==> config.mk <==
export PLATFORM = sky130hd
export DESIGN_NAME = motor_dir_ctrl
export DESIGN_NICKNAME = d
export VERILOG_FILES = /design/src/rtl/motor_dir_ctrl.sv
export SDC_FILE = /design/constraint.sdc
export NUM_CORES = 1
export LEC_CHECK = 0
export CELL_PAD_IN_SITES_DETAIL_PLACEMENT = 1
export CELL_PAD_IN_SITES_GLOBAL_PLACEMENT = 1
export CORE_MARGIN = 10
export CORE_UTILIZATION = 40
export DETAILED_ROUTE_END_ITERATION = 8
export PLACE_DENSITY = 0.77
export SLEW_MARGIN = 5
export SYNTH_ARGS = -nofsm -noshare
export SYNTH_HDL_FRONTEND = slang
export SYNTH_SLANG_ARGS = --single-unit
==> constraint.sdc <==
create_clock -name PCLK -period 3.9 [get_ports PCLK]
set_input_delay 0.78 -clock PCLK [delete_from_list [all_inputs] [get_ports PCLK]]
set_output_delay 0.78 -clock PCLK [all_outputs]
set_load 0.02 [all_outputs]
==> src/rtl/motor_dir_ctrl.sv <==
// H-bridge direction controller with APB registers, a dead-time
// sequencer that prevents shoot-through, and a CTRL-write watchdog.
module motor_dir_ctrl #(
    parameter logic [15:0] BASE_ADDR           = 16'h0000,
    parameter logic [15:0] DEFAULT_DEADTIME_CC = 16'd100,
    parameter logic [31:0] DEFAULT_WDT_CC      = 32'd0
) (
    input  logic        PCLK,
    input  logic        PRESERN,
    input  logic        PSEL,
    input  logic        PENABLE,
    input  logic        PWRITE,
    input  logic [31:0] PADDR,
    input  logic [31:0] PWDATA,
    output logic [31:0] PRDATA,
    output logic        PREADY,
    output logic        PSLVERR,
    output logic        PWM_EN,
    output logic        DIR_A,
    output logic        DIR_B
);

    typedef enum logic [1:0] {
        S_OFF   = 2'd0,
        S_DEAD  = 2'd1,
        S_RUN   = 2'd2,
        S_BRAKE = 2'd3
    } state_t;

    localparam logic [15:0] A_CTRL = BASE_ADDR;
    localparam logic [15:0] A_DT   = BASE_ADDR + 16'd4;
    localparam logic [15:0] A_WDT  = BASE_ADDR + 16'd8;
    localparam logic [15:0] A_STAT = BASE_ADDR + 16'd12;

    logic [2:0]  r_ctrl;
    logic [15:0] r_deadtime;
    logic [31:0] r_wdt;
    logic [31:0] r_wdt_cnt;
    logic        r_wdt_trip;
    state_t      r_state;
    logic [15:0] r_dead_cnt;
    logic        r_applied_dir;
    logic [31:0] r_prdata;
    logic        r_pwm_en;
    logic        r_dir_a;
    logic        r_dir_b;

    logic [15:0] w_addr;
    logic        w_wr;
    logic        w_ctrl_wr;
    logic        w_dt_wr;
    logic        w_wdt_wr;
    logic [31:0] w_rdata;
    logic        w_en;
    logic        w_dir;
    logic        w_brk;
    logic        w_tgt_off;
    logic [15:0] w_dead_lim;
    logic        w_dead_done;
    state_t      w_state_nxt;
    logic [15:0] w_dead_cnt_nxt;
    logic        w_applied_dir_nxt;
    logic        w_pwm_en_nxt;
    logic        w_dir_a_nxt;
    logic        w_dir_b_nxt;
    logic        w_unused;

    assign w_addr    = PADDR[15:0];
    assign w_unused  = ^PADDR[31:16];
    assign w_wr      = PSEL & PENABLE & PWRITE;
    assign w_ctrl_wr = w_wr && (w_addr == A_CTRL);
    assign w_dt_wr   = w_wr && (w_addr == A_DT);
    assign w_wdt_wr  = w_wr && (w_addr == A_WDT);

    assign w_en      = r_ctrl[0];
    assign w_dir     = r_ctrl[1];
    assign w_brk     = r_ctrl[2];
    assign w_tgt_off = !w_en || r_wdt_trip;

    assign w_dead_lim  = (r_deadtime == 16'd0) ? 16'd1 : r_deadtime;
    assign w_dead_done = ({1'b0, r_dead_cnt} + 17'd1) >= {1'b0, w_dead_lim};

    assign PREADY  = 1'b1;
    assign PSLVERR = 1'b0;
    assign PRDATA  = r_prdata;
    assign PWM_EN  = r_pwm_en;
    assign DIR_A   = r_dir_a;
    assign DIR_B   = r_dir_b;

    // Configuration registers written from the APB bus
    always_ff @(posedge PCLK) begin
        if (!PRESERN) begin
            r_ctrl     <= 3'd0;
            r_deadtime <= DEFAULT_DEADTIME_CC;
            r_wdt      <= DEFAULT_WDT_CC;
        end else begin
            if (w_ctrl_wr) r_ctrl <= PWDATA[2:0];
            if (w_dt_wr)   r_deadtime <= PWDATA[15:0];
            if (w_wdt_wr)  r_wdt <= PWDATA;
        end
    end

    // Watchdog: CTRL writes kick it and take priority over a trip
    always_ff @(posedge PCLK) begin
        if (!PRESERN) begin
            r_wdt_cnt  <= 32'd0;
            r_wdt_trip <= 1'b0;
        end else if (w_ctrl_wr) begin
            r_wdt_cnt  <= 32'd0;
            r_wdt_trip <= 1'b0;
        end else begin
            if (!w_en) begin
                r_wdt_cnt <= 32'd0;
            end else if (r_wdt_cnt != 32'hFFFF_FFFF) begin
                r_wdt_cnt <= r_wdt_cnt + 32'd1;
            end
            if ((r_wdt != 32'd0) && (r_wdt_cnt == r_wdt)) begin
                r_wdt_trip <= 1'b1;
            end
        end
    end

    // Read mux, addressed register zero-extended
    always_comb begin
        w_rdata = 32'd0;
        if (w_addr == A_CTRL) begin
            w_rdata = {29'd0, r_ctrl};
        end else if (w_addr == A_DT) begin
            w_rdata = {16'd0, r_deadtime};
        end else if (w_addr == A_WDT) begin
            w_rdata = r_wdt;
        end else if (w_addr == A_STAT) begin
            w_rdata = {29'd0, r_wdt_trip, r_state};
        end
    end

    // Registered read data
    always_ff @(posedge PCLK) begin
        if (!PRESERN) r_prdata <= 32'd0;
        else          r_prdata <= w_rdata;
    end

    // Next-state and next-output logic of the bridge sequencer
    always_comb begin
        w_state_nxt       = r_state;
        w_dead_cnt_nxt    = r_dead_cnt;
        w_applied_dir_nxt = r_applied_dir;
        unique case (r_state)
            S_OFF: begin
                if (!w_tgt_off) begin
                    w_state_nxt    = S_DEAD;
                    w_dead_cnt_nxt = 16'd0;
                end
            end
            S_DEAD: begin
                if (w_tgt_off) begin
                    w_state_nxt = S_OFF;
                end else if (w_dead_done) begin
                    if (w_brk) begin
                        w_state_nxt = S_BRAKE;
                    end else begin
                        w_state_nxt       = S_RUN;
                        w_applied_dir_nxt = w_dir;
                    end
                end else begin
                    w_dead_cnt_nxt = r_dead_cnt + 16'd1;
                end
            end
            S_RUN: begin
                if (w_tgt_off) begin
                    w_state_nxt = S_OFF;
                end else if (w_brk || (w_dir != r_applied_dir)) begin
                    w_state_nxt    = S_DEAD;
                    w_dead_cnt_nxt = 16'd0;
                end
            end
            S_BRAKE: begin
                if (w_tgt_off) begin
                    w_state_nxt = S_OFF;
                end else if (!w_brk) begin
                    w_state_nxt    = S_DEAD;
                    w_dead_cnt_nxt = 16'd0;
                end
            end
            default: begin
                w_state_nxt = S_OFF;
            end
        endcase

        w_pwm_en_nxt = 1'b0;
        w_dir_a_nxt  = 1'b0;
        w_dir_b_nxt  = 1'b0;
        unique case (w_state_nxt)
            S_RUN: begin
                w_pwm_en_nxt = 1'b1;
                w_dir_a_nxt  = w_applied_dir_nxt;
                w_dir_b_nxt  = !w_applied_dir_nxt;
            end
            S_BRAKE: begin
                w_dir_a_nxt = 1'b1;
                w_dir_b_nxt = 1'b1;
            end
            default: begin
                w_pwm_en_nxt = 1'b0;
            end
        endcase
    end

    // Sequencer state and registered bridge outputs
    always_ff @(posedge PCLK) begin
        if (!PRESERN) begin
            r_state       <= S_OFF;
            r_dead_cnt    <= 16'd0;
            r_applied_dir <= 1'b0;
            r_pwm_en      <= 1'b0;
            r_dir_a       <= 1'b0;
            r_dir_b       <= 1'b0;
        end else begin
            r_state       <= w_state_nxt;
            r_dead_cnt    <= w_dead_cnt_nxt;
            r_applied_dir <= w_applied_dir_nxt;
            r_pwm_en      <= w_pwm_en_nxt;
            r_dir_a       <= w_dir_a_nxt;
            r_dir_b       <= w_dir_b_nxt;
        end
    end

endmodule

Word-level counts from Yosys, hierarchy flattened

Cells that the tools add are included.

Flip-flop bits (word level): 138
Output and inout port bits: 37

Add/subtract/negate cells: 3
Order comparisons: 1
Equality and inequality tests: 18
Bitwise logic cells: 4
Muxes and demuxes: 29
Reduce and logical (&&, ||, !) cells: 17

Operators by type and width:

| operator                                                          | number |
|---|---|
| 16-bit two-way mux                                                | 9 |
| 16-bit case mux with 4 select lines                               | 1 |
| 32-bit by 1-bit adder with 32-bit output (second input constant)  | 1 |
| 16-bit by 4-bit == test with 1-bit output (second input constant) | 2 |
| 32-bit == test                                                    | 1 |
| 16-bit zero test                                                  | 2 |
| 32-bit two-way mux                                                | 1 |
| 32-bit != test (second input constant)                            | 1 |
| 32-bit nonzero test                                               | 1 |
| 16-bit by 1-bit adder with 17-bit output (second input constant)  | 1 |
| 17-bit by 16-bit >= comparator with 1-bit output                  | 1 |
| 16-bit by 1-bit adder with 16-bit output (second input constant)  | 1 |
| 16-bit by 3-bit == test with 1-bit output (second input constant) | 1 |
| 2-bit two-way mux                                                 | 7 |
| 2-bit != test (second input constant)                             | 7 |
| 2-bit == test (second input constant)                             | 4 |
| 2-bit case mux with 4 select lines                                | 1 |
| 7-bit AND reduction                                               | 1 |
| 1-bit two-way mux                                                 | 6 |
| 3-bit two-way mux                                                 | 2 |
| 3-bit OR reduction                                                | 2 |
| 1-bit logical AND                                                 | 4 |
| 1-bit case mux with 2 select lines                                | 2 |
| 2-bit OR reduction                                                | 2 |
| other kinds (7)                                                   | 11 |

Logic depth before layout (Yosys ltp)

Gate-level depths: netlist of run 1.

Word-level depth: 8
Depth in mapped cells: 15
Depth with buffers taken out: 14

Worst setup path before layout of run 1

No wires, ideal clock.

Path type: register -> register
Start point: register r_dead_cnt[0]
End point: register r_dead_cnt[14]
Arrival: 3358 ps
Library setup time: 117 ps
Data required time: 3783 ps
Path slack: 425 ps
Cell stages (with the launch flop): 14
Path buffers: 1
Path through: dfxtp_1 > ha_1 > nand3_1 > nor3_1 > nand3_1 > nor2_1 > xor2_1 > ha_1 > a211oi_1 > a21oi_1 > a311oi_1 > a41oi_2 > buf_2 > a22o_1

Cells in the longest elaborated chain, start to end: 4
Elaborated cells between the ends (all ways): 8
Classes of those cells: add/sub (2); order compare (1); eq/ne (1); mux (3); reduce/logical (1)

RTL lines:

| what                                                                                                 | line    | source |
|---|---|---|
| start, declared                                                                                      | 41      | `logic [15:0] r_dead_cnt;` |
| start signal, assigned                                                                               | 220     | `r_dead_cnt <= w_dead_cnt_nxt;` |
| 16-bit by 1-bit adder with 17-bit output or 16-bit by 1-bit adder with 16-bit output (tied branches) | 81, 166 |  |
| 17-bit by 16-bit >= comparator with 1-bit output or 16-bit two-way mux (tied branches)               | 81, 158 |  |
| 2-bit != test (no source line) or 16-bit two-way mux (tied branches)                                 | n/a     |  |
| 7-bit AND reduction (no source line) or 16-bit case mux with 4 select lines (tied branches)          | n/a     |  |

Parallel ways exist; a longest one is shown, timed or not. The select of a mux whose other input is x is not followed.
A chain may end at the register's enable or synchronous reset.

Worst setup path after layout of run 1

Start point: register r_dead_cnt[0]
End point: register r_dead_cnt[10]

The elaborated chain is that of the path after synthesis.

==> flow_summary.yaml, run 1 <==
min_path:
  hp-start: "r_wdt[3]"
  hp-class: "register to register"
critical_path:
  worstPathArrival_ns: 3.89
  crit_fanout: 16
  ff2ff_path_depth: 15
  reg2reg_slack_ns: 0.33
  cp_slowest_stage_delay_ns: 0.43
  cp-endpoint: "r_dead_cnt[10]"
  crit_path_end_kind: "register"
  r2r-start: "r_dead_cnt[0]"
  path_cells: "ha_1 -> nand3_1 -> nor3_1 -> buf_4 -> nand3_1 -> nor2_1 -> xor2_1 -> ha_1 -> a211oi_1 -> a21oi_1 -> a311oi_1 -> buf_4 -> a41oi_2 -> buf_12 -> a22o_1"
  crit_slowest_cell: "dfxtp_1"
  start_kind: "register"
  reg2reg_to: "r_dead_cnt[10]"
  cp.required_ns: 4.22
  crit_start: "r_dead_cnt[0]"
  crit_type: "register to register"
synth:
  synth_nets: 778
  yosysWarnings: 0
  synth.avg_cell_area_um2: 9.121
  synth-edff-count: 0
  ys_types: 59
  syn_area_um2: 6302
  ys_seq_area_frac: 0.4384
  ys_async_sr_fraction: 0
  synth-main-ff-cell: "dfxtp_1"
  synth-seq-cells: 138
  synthCells: 691
die:
  rows: 45
  ios: 106
  die_area_um2: 21180
  die_height_um: 145.5
  die_w_um: 145.5
  start_util: 0.4115
  coreArea_um2: 15310
pwr:
  p_per_area_nw_per_um2: 393.0
  ir_worst_vdd_v: 0.0002977
  power_mw: 3.150
  p_leak_nw: 3.157
detailed_routing:
  avgRoutedWirePerCell_um: 18.54
  vias: 5309
  drtPass1Iterations: 4
  first_iter_violations: 212
  drt-total-wl_um: 18710
  postRouteAntennaNets: 0
  viasPerCell: 5.262
  drc: 0
timing:
  worst_pin_slew_ns: 0.7913
  rsz0062_at_grt: "no"
  setup_viol: 0
  fin_hold_ws_ns: 0.5067
  hold_viol_final: 0
  min_period_ns: 3.569
  fin_worst_skew_ns: 0.008748
  fin_crit_sh: 0.9151
  timing.slew.headroom: 0.4588
  slew_violations: 0
  fmax_mhz: 280.2
  finalSetupTns_ns: 0
clock_tree:
  cts_setup_buffers: 0
  cts.htree.levels: 4
  numCtsBuffers: 17
  numClockSinks: 138
  clk_pin_slew_ns: 0.06
  cts-root-buf: "clkbuf_16"
  clk_path_buf_depth: 2
  clk_latency_ns: 0.43
  cts_tree: "yes"
flow_run:
  maxCapViolCount: 0
placement:
  dp_hpwl_um: 14110
  place_area_um2: 7415
  place.gp.congestion: 0.8289
  dp.cells: 979
  port_buffers: 87
global_route:
  grt-ovfl-total: 0
  antenna_found_initial: 0
  grt_util_all_layers: 0.1777
  grt_pass1_wl_um: 30650
  first_global_vias: 5769
  grt_max_degree: 51
cells_and_area:
  diodes: 0
  finish.instance_area_um2: 8015
  drive_gt1_frac: 0.08271
  final_cells: 1009
  final_nets: 874
  area_growth_pct: 27.18
  fillers: 1764
status:
  outcome: "finished clean"
-- cells by family (layout without fill, tap and decap cells) --
group                    after synthesis  in the layout  synth area share
multiplexers                          21             21           0.03931
flip-flops                           138            138            0.4384
AO/OA/AOI/OAI                        102            102            0.1118
adder cells (fa/ha/maj)               18             18           0.03574
XOR/XNOR                              70             70           0.09728
AND/OR/NAND/NOR                      292            292            0.2367
other                                  2              2          0.001192
buffers and inverters                 48            155           0.03971
-- registers in the layout, indices dropped and copies added, names as in the netlist, 2 cells and up --
signal and count:
r_state 2, r_wdt 32, r_ctrl 3, PRDATA 32, r_wdt_cnt 32, r_deadtime 16
r_dead_cnt 16
-- worst min path at each step --
stage | end | slack, ns | cells past startpoint
floorplan | r_dead_cnt[15] | 0.45 | 1
global placement | r_dead_cnt[15] | 0.46 | 1
detailed placement | r_dead_cnt[15] | 0.49 | 1
CTS | r_dead_cnt[15] | 0.51 | 1
global route | r_dead_cnt[15] | 0.52 | 1
finish | r_wdt[3] | 0.51 | 2
-- synth_stat cells, types with 10 or more instances --
cell type / instances / area [um2]
xnor2_1: 16 / 140.1
nand3_1: 24 / 120.1
nor3_1: 10 / 50.05
dfxtp_1: 138 / 2763
ha_1: 18 / 225.2
and2_1: 16 / 100.1
inv_1: 21 / 78.83
mux2i_1: 18 / 180.2
a21oi_1: 45 / 225.2
nand4_1: 10 / 62.56
nand2_1: 99 / 371.6
nor2_1: 61 / 229.0
a22o_1: 21 / 183.9
nor4_1: 24 / 150.1
and3_1: 11 / 68.82
xor2_1: 54 / 473.0
-- repair_timing --
action / CTS / global route
hold buffers: 0 / 0
setup endpoints to repair: 0 / 1
resized for setup: 0 / 1
-- worst max-delay path: cells and delay by family (launching register included) --
kind,cells,cell delay [ns]
and+or+nand+nor,4,0.68
DFF,1,0.43
xor gates and xnor gates,1,0.23
AOI/OAI and AO/OA,5,1.05
adders and majority gates,2,0.53
buffers and inverters,3,0.56
-- per-layer routing --
metal / vias up / GRT usage / share of wire
li1: 2580 / - / -
met1: 2606 / 0.1994 / 0.43
met2: 99 / 0.3218 / 0.52
met3: 24 / 0.04191 / 0.038
met4: 0 / 0.05915 / 0.016
met5: - / 0 / 0
-- report_power, final --
| group | total (mW) | internal [mW] | leakage, nW | switching, mW |
|---|---|---|---|---|
| Combinational | 0.0870 | 0.0529 | 1.76 | 0.0341 |
| Clock | 1.65 | 1.03 | 0.285 | 0.619 |
| Sequential | 1.41 | 1.41 | 1.11 | 0.00000259 |
-- layout make-up --
type / count / area (um2) / area share
multi-input combinational: 505 / 3289 / 0.4104
sequential: 138 / 2763 / 0.3447
tap: 211 / 264.0 / 0.03294
clock inverter: 10 / 143.9 / 0.01795
timing repair buffer: 103 / 1016 / 0.1268
inverter: 22 / 82.58 / 0.01030
clock buffer: 20 / 456.7 / 0.05698
-- per-stage QoR --
step | worst slack [ns] | utilization
after floorplan | 0.4253 | -
after global placement | 0.4853 | 0.4842
after detailed placement | 0.2871 | 0.4842
after CTS | 0.2527 | 0.5234
after global routing | 0.02125 | 0.5234
final | 0.3310 | 0.5234
-- cells in the final DEF (no fill, tap or decap), types with 10 or more instances in the layout --
cell / instances
dfxtp_1: 138
nand2_1: 99
clkdlybuf4s50_1: 87
nor2_1: 61
xor2_1: 54
a21oi_1: 45
nand3_1: 24
nor4_1: 24
inv_1: 21
a22o_1: 21
mux2i_1: 18
ha_1: 18
clkbuf_16: 17
xnor2_1: 16
and2_1: 16
buf_4: 14
and3_1: 11
nor3_1: 10
nand4_1: 10
No activity file was read; power rests on OpenSTA's default activity.
==> run 2: changes to the inputs <==
--- a/config.mk
+++ b/config.mk
@@ -7,9 +7,10 @@
 export LEC_CHECK = 0
 export CELL_PAD_IN_SITES_DETAIL_PLACEMENT = 1
 export CELL_PAD_IN_SITES_GLOBAL_PLACEMENT = 1
-export CORE_MARGIN = 10
+export CORE_MARGIN = 2
 export CORE_UTILIZATION = 40
 export DETAILED_ROUTE_END_ITERATION = 8
+export GPL_ROUTABILITY_DRIVEN = 0
 export PLACE_DENSITY = 0.77
 export SLEW_MARGIN = 5
 export SYNTH_ARGS = -nofsm -noshare
==> run 2 against run 1 <==
Register-to-register slack got worse by 0.03 ns. Flip-flop and latch count unchanged. Clock power increased by 4%. Fmax decreased by 0.78%. Die area decreased by 21%. Global-route usage increased by 4.9 points. Sequential share of layout area decreased by 0.14 points. Count of clock-buffer cells in the layout decreased by 2. First-iteration DRC count decreased by 1.9%. Clock skew decreased by 0.0033 ns. Highest routed layer unchanged.
==> flow_summary.yaml, run 2 (synthesis results as in run 1) <==
die:
  start_util: 0.4115
  die_w_um: 129.5
  ios: 106
  die_height_um: 129.5
  coreArea_um2: 15310
  rows: 45
  die_area_um2: 16780
timing:
  fmax_mhz: 278.0
  min_period_ns: 3.597
  slew_violations: 0
  finalSetupTns_ns: 0
  setup_viol: 0
  hold_viol_final: 0
  fin_worst_skew_ns: 0.005491
  rsz0062_at_grt: "no"
  fin_hold_ws_ns: 0.4903
  worst_pin_slew_ns: 0.7005
  timing.slew.headroom: 0.5302
  fin_crit_sh: 0.9223
clock_tree:
  cts_setup_buffers: 0
  numCtsBuffers: 17
  cts-root-buf: "clkbuf_16"
  clk_pin_slew_ns: 0.06
  cts_tree: "yes"
  clk_latency_ns: 0.43
  cts.htree.levels: 4
  post_cts_resized: 0
  numClockSinks: 138
  clk_path_buf_depth: 2
  holdBufCountCts: 0
detailed_routing:
  drt-total-wl_um: 18240
  viasPerCell: 5.276
  avgRoutedWirePerCell_um: 18.06
  first_iter_violations: 208
  drtPass1Iterations: 4
  vias: 5329
  postRouteAntennaNets: 0
  drc: 0
cells_and_area:
  diodes: 0
  drive_gt1_frac: 0.08761
  area_growth_pct: 27.75
  layout_commonest_cell: "dfxtp_1"
  layout_common_cells: "dfxtp_1, nand2_1, clkdlybuf4s50_1, nor2_1, xor2_1"
  final_nets: 874
critical_path:
  crit_type: "register to register"
  start_kind: "register"
  crit_path_end_kind: "register"
  crit_fanout: 5
  cp.required_ns: 4.27
  worstPathArrival_ns: 3.97
status:
  outcome: "finished clean"
flow_run:
  maxCapViolCount: 0
pwr:
  p_per_area_nw_per_um2: 397.8
  p_leak_nw: 3.183
  ir_worst_vdd_v: 0.0002978
global_route:
  first_global_vias: 5713
  grt-ovfl-total: 0
  antenna_found_initial: 0
  grt_pass1_wl_um: 29110
  grt_util_all_layers: 0.2266
  grt_max_degree: 51
min_path:
  hp-class: "register to register"
placement:
  port_buffers: 87
  dp_hpwl_um: 13550
## run 2: worst paths after layout
path | from | end | slack (ns) | cells past startpoint
max | r_dead_cnt[1] | r_dead_cnt[8] | 0.30 | 15
min | r_dead_cnt[15] | r_dead_cnt[15] | 0.49 | 1
max reg2reg | r_dead_cnt[1] | r_dead_cnt[8] | 0.30 | 15
min reg2reg | r_dead_cnt[15] | r_dead_cnt[15] | 0.49 | 1
## run 2: cell type report
class                   count  area [um2]
clock buffers              18       429.2
clock inverters            13       191.4
fillers                  1760        7263
inverters                  22       86.33
multi-input cells         505        3301
flip-flops and latches    138        2764
well taps                 211       264.0
repair buffers            103        1016
## run 2: metrics by stage
| stage | utilization | cell area [um2] | setup WS [ns] | std cells | power (mW) |
|---|---|---|---|---|---|
| floorplan | - | 6302 | 0.4253 | 691 | 1.461 |
| global placement | 0.4842 | 7415 | 0.3868 | 979 | 1.526 |
| detailed placement | 0.4842 | 7415 | 0.1933 | 979 | 1.529 |
| CTS | 0.5247 | 8035 | 0.09072 | 1010 | 3.225 |
| global route | 0.5257 | 8051 | 0.05334 | 1010 | 3.305 |
| finish | 0.5257 | 8051 | 0.3028 | 1010 | 3.203 |
## run 2: worst max-delay path, stage by stage (launching register included)
cell	delay (ns)
dfxtp_1	0.38
ha_1	0.21
nand3_1	0.19
nor3_4	0.27
nand3_1	0.14
nor2_1	0.18
xor2_1	0.24
ha_1	0.30
a211oi_1	0.31
a21oi_1	0.13
a311oi_1	0.28
buf_4	0.20
nand4b_2	0.23
buf_4	0.23
a21oi_1	0.15
a21o_1	0.10
## run 2: layer usage
| layer | part of all wire | track usage | vias up | wire, um |
|---|---|---|---|---|
| li1 | - | - | 2592 | - |
| met1 | 0.41 | 0.2550 | 2593 | 7388 |
| met2 | 0.53 | 0.4220 | 118 | 9698 |
| met3 | 0.044 | 0.04418 | 26 | 794 |
| met4 | 0.020 | 0.08539 | 0 | 356 |
| met5 | 0 | 0 | - | 0 |
## run 2: where the power goes
group	leakage [nW]	switching [mW]	total (mW)	internal [mW]
clock	0.306	0.631	1.71	1.07
combinational	1.77	0.0348	0.0877	0.0529
sequential	1.11	0.00000245	1.41	1.41
